### config.mk
export PLATFORM = sky130hd
export DESIGN_NAME = prim_onehot_sel_gen
export DESIGN_NICKNAME = d
export VERILOG_FILES = /design/src/rtl/prim_onehot_sel_gen.sv
export SDC_FILE = /design/constraint.sdc
export NUM_CORES = 1
export LEC_CHECK = 0
export BUFFER_PORTS_ARGS = -buffer_cell sky130_fd_sc_hd__buf_2
export CAP_MARGIN = 10
export CORE_MARGIN = 10
export CORE_UTILIZATION = 53
export CTS_CLUSTER_SIZE = 12
export DETAILED_ROUTE_END_ITERATION = 10
export PLACE_DENSITY_LB_ADDON = 0.1
export SLEW_MARGIN = 20
export SYNTH_ARGS = -nofsm -noshare
export SYNTH_HDL_FRONTEND = slang
export SYNTH_SLANG_ARGS = --single-unit
### constraint.sdc
create_clock -name clk_i -period 3.49 [get_ports clk_i]
set_input_delay 0.349 -clock clk_i [delete_from_list [all_inputs] [get_ports clk_i]]
set_output_delay 0.349 -clock clk_i [all_outputs]
set_load 0.005 [all_outputs]
### src/rtl/prim_onehot_sel_gen.sv
// -----------------------------------------------------------------------------
// prim_onehot_sel_gen
//
// Turns a binary select index into a registered onehot0 select vector with
// break-before-make switching and continuous integrity checking of the
// onehot register.
//
// Parameters
//   AddrWidth    binary select width (>= 1)
//   OneHotWidth  onehot vector width (1 .. 2**AddrWidth)
//
// Ports
//   clk_i        clock, all state on the rising edge
//   rst_ni       asynchronous active-low reset
//   req_i        new-select request valid
//   addr_i       requested select index
//   rdy_o        request may be accepted this cycle
//   rel_i        release the current select
//   gnt_o        one-cycle pulse: requested select is now driven
//   oh_o         registered onehot0 select vector
//   addr_o       registered copy of the selected index
//   en_o         registered enable, 1 iff oh_o drives a select
//   range_err_o  one-cycle pulse: out-of-range request rejected
//   fatal_o      sticky integrity error
// -----------------------------------------------------------------------------
module prim_onehot_sel_gen #(
   parameter int AddrWidth   = 5,
   parameter int OneHotWidth = 2**AddrWidth
) (
   input  logic                   clk_i,
   input  logic                   rst_ni,
   input  logic                   req_i,
   input  logic [AddrWidth-1:0]   addr_i,
   output logic                   rdy_o,
   input  logic                   rel_i,
   output logic                   gnt_o,
   output logic [OneHotWidth-1:0] oh_o,
   output logic [AddrWidth-1:0]   addr_o,
   output logic                   en_o,
   output logic                   range_err_o,
   output logic                   fatal_o
);

   localparam int NumLeaves = 2**AddrWidth;

   localparam logic [1:0] StIdle   = 2'd0;
   localparam logic [1:0] StActive = 2'd1;
   localparam logic [1:0] StBreak  = 2'd2;
   localparam logic [1:0] StError  = 2'd3;

   logic [1:0]             state_q;
   logic [OneHotWidth-1:0] oh_q;
   logic [AddrWidth-1:0]   addr_q;
   logic                   en_q;
   logic                   gnt_q;
   logic                   range_err_q;
   logic                   fatal_q;
   logic                   alive_q;

   // Binary index -> onehot, written as a compare loop so that indices at or
   // above OneHotWidth simply produce zero.
   function automatic logic [OneHotWidth-1:0] decode(input logic [AddrWidth-1:0] a);
      logic [OneHotWidth-1:0] v;
      v = '0;
      for (int i = 0; i < OneHotWidth; i++) begin
         if (a == AddrWidth'(i)) v[i] = 1'b1;
      end
      return v;
   endfunction

   // Onehot -> binary index by OR-ing the indices of all set bits. Only
   // meaningful when the input is onehot; the multi-bit check covers the rest.
   function automatic logic [AddrWidth-1:0] encode(input logic [OneHotWidth-1:0] v);
      logic [AddrWidth-1:0] idx;
      idx = '0;
      for (int i = 0; i < OneHotWidth; i++) begin
         if (v[i]) idx = idx | AddrWidth'(i);
      end
      return idx;
   endfunction

   // Binary reduction tree. Each level halves the vector in place; a node's
   // "multi" flag is set when both children carry a set bit or either child
   // already saw more than one. Returns {multi, any}.
   function automatic logic [1:0] or_tree(input logic [NumLeaves-1:0] leaves);
      logic [NumLeaves-1:0] any_v;
      logic [NumLeaves-1:0] multi_v;
      any_v   = leaves;
      multi_v = '0;
      for (int w = NumLeaves / 2; w >= 1; w = w / 2) begin
         for (int i = 0; i < w; i++) begin
            multi_v[i] = multi_v[2*i] | multi_v[2*i+1] | (any_v[2*i] & any_v[2*i+1]);
            any_v[i]   = any_v[2*i] | any_v[2*i+1];
         end
      end
      return {multi_v[0], any_v[0]};
   endfunction

   logic [NumLeaves-1:0] oh_pad;
   logic                 oh_any;
   logic                 oh_multi;
   logic                 check_fail;
   logic                 xfer;
   logic                 addr_in_range;

   always_comb begin
      // NOTE: every signal written here gets a default first so no path
      // leaves it unassigned, which would otherwise infer a latch.
      oh_pad                  = '0;
      oh_pad[OneHotWidth-1:0] = oh_q;
      {oh_multi, oh_any}      = or_tree(oh_pad);

      check_fail = 1'b0;
      if (state_q != StError) begin
         check_fail = oh_multi
                    | (oh_any != en_q)
                    | ((state_q == StActive) && (encode(oh_q) != addr_q))
                    | (((state_q == StIdle) || (state_q == StBreak)) && oh_any);
      end
   end

   // alive_q keeps rdy_o low until the first clock edge after reset release.
   assign rdy_o         = alive_q && ((state_q == StIdle) || (state_q == StActive));
   assign xfer          = req_i && rdy_o;
   assign addr_in_range = ({1'b0, addr_i} < (AddrWidth+1)'(OneHotWidth));

   // NOTE: sequential state uses non-blocking assignments only, so every
   // register samples values from before the edge regardless of statement order.
   always_ff @(posedge clk_i or negedge rst_ni) begin
      if (!rst_ni) begin
         state_q     <= StIdle;
         oh_q        <= '0;
         addr_q      <= '0;
         en_q        <= 1'b0;
         gnt_q       <= 1'b0;
         range_err_q <= 1'b0;
         fatal_q     <= 1'b0;
         alive_q     <= 1'b0;
      end else begin
         alive_q     <= 1'b1;
         gnt_q       <= 1'b0;
         range_err_q <= 1'b0;
         if (check_fail) begin
            state_q <= StError;
            oh_q    <= '0;
            en_q    <= 1'b0;
            fatal_q <= 1'b1;
         end else begin
            case (state_q)
               StIdle: begin
                  if (xfer) begin
                     if (!addr_in_range) begin
                        range_err_q <= 1'b1;
                     end else begin
                        state_q <= StActive;
                        oh_q    <= decode(addr_i);
                        addr_q  <= addr_i;
                        en_q    <= 1'b1;
                        gnt_q   <= 1'b1;
                     end
                  end
               end
               StActive: begin
                  // A transfer takes priority over a simultaneous release.
                  if (xfer) begin
                     if (!addr_in_range) begin
                        range_err_q <= 1'b1;
                     end else if (addr_i == addr_q) begin
                        gnt_q <= 1'b1;
                     end else begin
                        state_q <= StBreak;
                        oh_q    <= '0;
                        en_q    <= 1'b0;
                        addr_q  <= addr_i;
                     end
                  end else if (rel_i) begin
                     state_q <= StIdle;
                     oh_q    <= '0;
                     en_q    <= 1'b0;
                  end
               end
               StBreak: begin
                  state_q <= StActive;
                  oh_q    <= decode(addr_q);
                  en_q    <= 1'b1;
                  gnt_q   <= 1'b1;
               end
               default: begin
                  state_q <= StError;
                  oh_q    <= '0;
                  en_q    <= 1'b0;
                  fatal_q <= 1'b1;
               end
            endcase
         end
      end
   end

   assign oh_o        = oh_q;
   assign addr_o      = addr_q;
   assign en_o        = en_q;
   assign gnt_o       = gnt_q;
   assign range_err_o = range_err_q;
   assign fatal_o     = fatal_q;

endmodule
==> results.md <==
- Outcome: finished clean
- Clk_lat worst skew: 0.30 ns
- Fraction of layout cells with a size suffix above 1: 25.2%
- Post-place setup slack: 0.548 ns
- Delay-heaviest family, CP: simple AND/OR/NAND/NOR gates
- Most frequent cells in the layout: buf_2 (49), dfrtp_1 (43), a22o_1 (31)
- Switching part of the total: 26.8%
- CP max stage delay: 0.62 ns
- Cell-internal power: 714 uW
- Routed wire length: 6870 um
- Clock power share: 33.5%
- # setup viols final: 0
- Worst VDD drop: 0.233 mV
- Initial antenna violation count: 0
- Synthesis-to-finish area growth: 13.7%
- DR vias/cell: 6.49
- Post-cts hold buffer count: 0
- Ys Warns: 0
- Final nets: 295
- Post-synth top area share: 43.4%
- Most common cell after layout, fill and taps aside: buf_2
- Post-synth EDFFs: 0
- CP max FO: 31
- Core area: 0.00444 sq mm
- Non-filler cells, final: 338
- Crit-path slowest cell: nor4_1
- Maximum clock frequency: 332 MHz
- CTS Buf Count: 5
- Ant. Diodes: 0
- Placed cells: 331
- DRC: 0
- Sw Pwr: 262 uW
- Yosys reg bits: 43
- Post-Syn Instances: 241
- Worst-margin pin slew: 0.926 ns
- CTS tree: done
- Post-route ant nets: 0
- Critical path required time: 3.73 ns
- Worst Path Buf+Inv: 1
- Initial Utilization: 55.7%
- Post-synth top area cell: dfrtp_1
- Fillers: 403
- Clock Sink Count: 43
- Row count: 24
- Die footprint: 0.00781 sq mm
- RSZ-0062 raised after global routing: false
- Final Skew: 0.0119 ns
- DR vias: 2,192
- Number of global-route vias before repair: 2,082
- Fin crit share: 86.4%
- Most used DFF post-synth: dfrtp_1
- Max-cap viol count: 0
- DP HPWL: 4990 um
- Flop-to-flop setup slack: 0.48 ns
- Final Hold Fails: 0
- Clock buffer depth: 2
- Setup TNS: 0 ns
- Post-CTS Setup Inserts: 0
- Root Driver: clkbuf_8
- PostCTS Resize Cnt: 0
- Worst path cell trace: nor4_1 > nand4_1 > xnor2_1 > nand2b_1 > or4_4 > a211oi_4 > buf_4 > a22o_1
- Net Count, Synth: 250
- Tmin final: 3.01 ns
- Placer Congestion: 0.925
- Sequential share of power: 54.6%
- DRT iter0 DRCs: 223
- Async S/R FF share, synth: 100%
- H-tree levels: 2
- Final Slew Violations: 0
- Syn avg cell area: 10.3 sq um
- DIE WIDTH: 88.4 um
- Total gr overflow: 0
- IO Pins: 51
- Mean routed wirelength per cell: 20.3 um
- Combinational Power Share: 11.9%
- Relative slew slack: 38.2%
- # port buffers: 49
- Dominant cells by area after synthesis: dfrtp_1 (43%), a22o_1 (11%), a22oi_1 (3.3%)
- Sequential-to-total area share from yosys stat: 43.4%
- Total track usage: 17.9%
- Library cells used by synthesis: 46
- Critical path capture point type: flip-flop
- Worst-path clk slew: 0.09 ns
- First-pass GRT wire length: 11,000 um
- Min setup slack post-route: 0.475 ns
- Worst endpoint data arrival time: 3.26 ns
- Die Y: 88.4 um
- Pwr dens: 347 mW/mm^2
- CP startpoint kind: flip-flop
- Leakage: 0.00141 uW
- Largest net degree at the start of global routing: 44
- Router iterations before antenna repair: 4
- Type of the worst setup path: reg2reg
- Cell Area, Synth: 0.00248 sq mm
- Hold WC Path Type: in2async
==> power by group through the flow <==
stage / clock (uW) / combinational, uW / sequential [uW]
after floorplan: 0 / 89.8 / 526
final: 327 / 116 / 533
after detailed placement: 0 / 116 / 543
after global placement: 0 / 115 / 543
after global routing: 346 / 131 / 537
after CTS: 332 / 117 / 533
==> cell families (layout without fill, tap and decap cells) <==
logic type | after synthesis | count (layout) | share of synthesized area (%)
AO/OA/AOI/OAI | 74 | 74 | 23.4
XOR/XNOR | 10 | 10 | 3.54
buffers and inverters | 15 | 60 | 3.43
flip-flops | 43 | 43 | 43.4
multiplexers | 7 | 7 | 3.18
other | 2 | 2 | 0.303
AND/OR/NAND/NOR | 90 | 90 | 22.7
==> stage by stage <==
step	cell area (sq um)	total power [uW]	hold slack [ns]	utilization, %
6_report	2820	976	0.188	63.4
4_1_cts	2820	982	0.225	63.4
3_5_place_dp	2730	660	0.461	61.4
3_3_place_gp	2730	658	0.453	61.4
5_1_grt	2820	1010	0.274	63.4
2_1_floorplan	2480	616	0.0534	-
==> registers in the layout (all words and copies together), names as in the netlist <==
signal   count
addr_o       5
alive_q      1
en_o         1
fatal_o      1
gnt_o        1
oh_o        32
state_q      2
==> synth_stat cells, drive strengths merged, types with 2 or more instances <==
library cell,count
a21oi,7
a22o,31
a22oi,11
and2,9
buf,7
clkbuf,7
conb,2
dfrtp,43
mux2,7
nand2,10
nand2b,4
nand3,4
nand3b,6
nand4,9
nor2,13
nor2b,2
nor3,8
nor4,18
o21ai,5
o22ai,10
or3b,2
xnor2,6
xor2,4
==> final timing paths <==
kind,start,to,depth (start not counted)
max,oh_o[5],oh_o[2],8
min,rst_ni,oh_o[5],1
max reg2reg,oh_o[5],oh_o[2],8
min reg2reg,fatal_o,fatal_o,2
max in group asynchronous,rst_ni,state_q[1],1
min in group clk_i,addr_i[2],addr_o[2],2
==> routing by layer <==
layer	track usage, %	vias up	share of wire [%]
met1	25.5	1063	47
met4	5.29	0	0.84
li1	-	1027	-
met3	3.22	8	7.1
met5	0	-	0
met2	27.0	94	45
==> layout make-up <==
type	count	area [sq um]	area share, %
timing repair buffer	52	268	9.51
sequential	43	1080	38.2
multi-input combinational	183	1320	46.7
clock inverter	1	5.00	0.178
inverter	1	3.75	0.133
tap	52	65.1	2.31
clock buffer	6	82.6	2.93
==> worst register-to-register path: cells and delay by family, from the launching register on <==
kind | cells | cell delay, ns
AOI/OAI and AO/OA | 2 | 0.53
xor gates and xnor gates | 1 | 0.19
buffers and inverters | 1 | 0.35
DFF | 1 | 0.45
and+or+nand+nor | 4 | 1.44
Power figures use the tool's default switching activity.
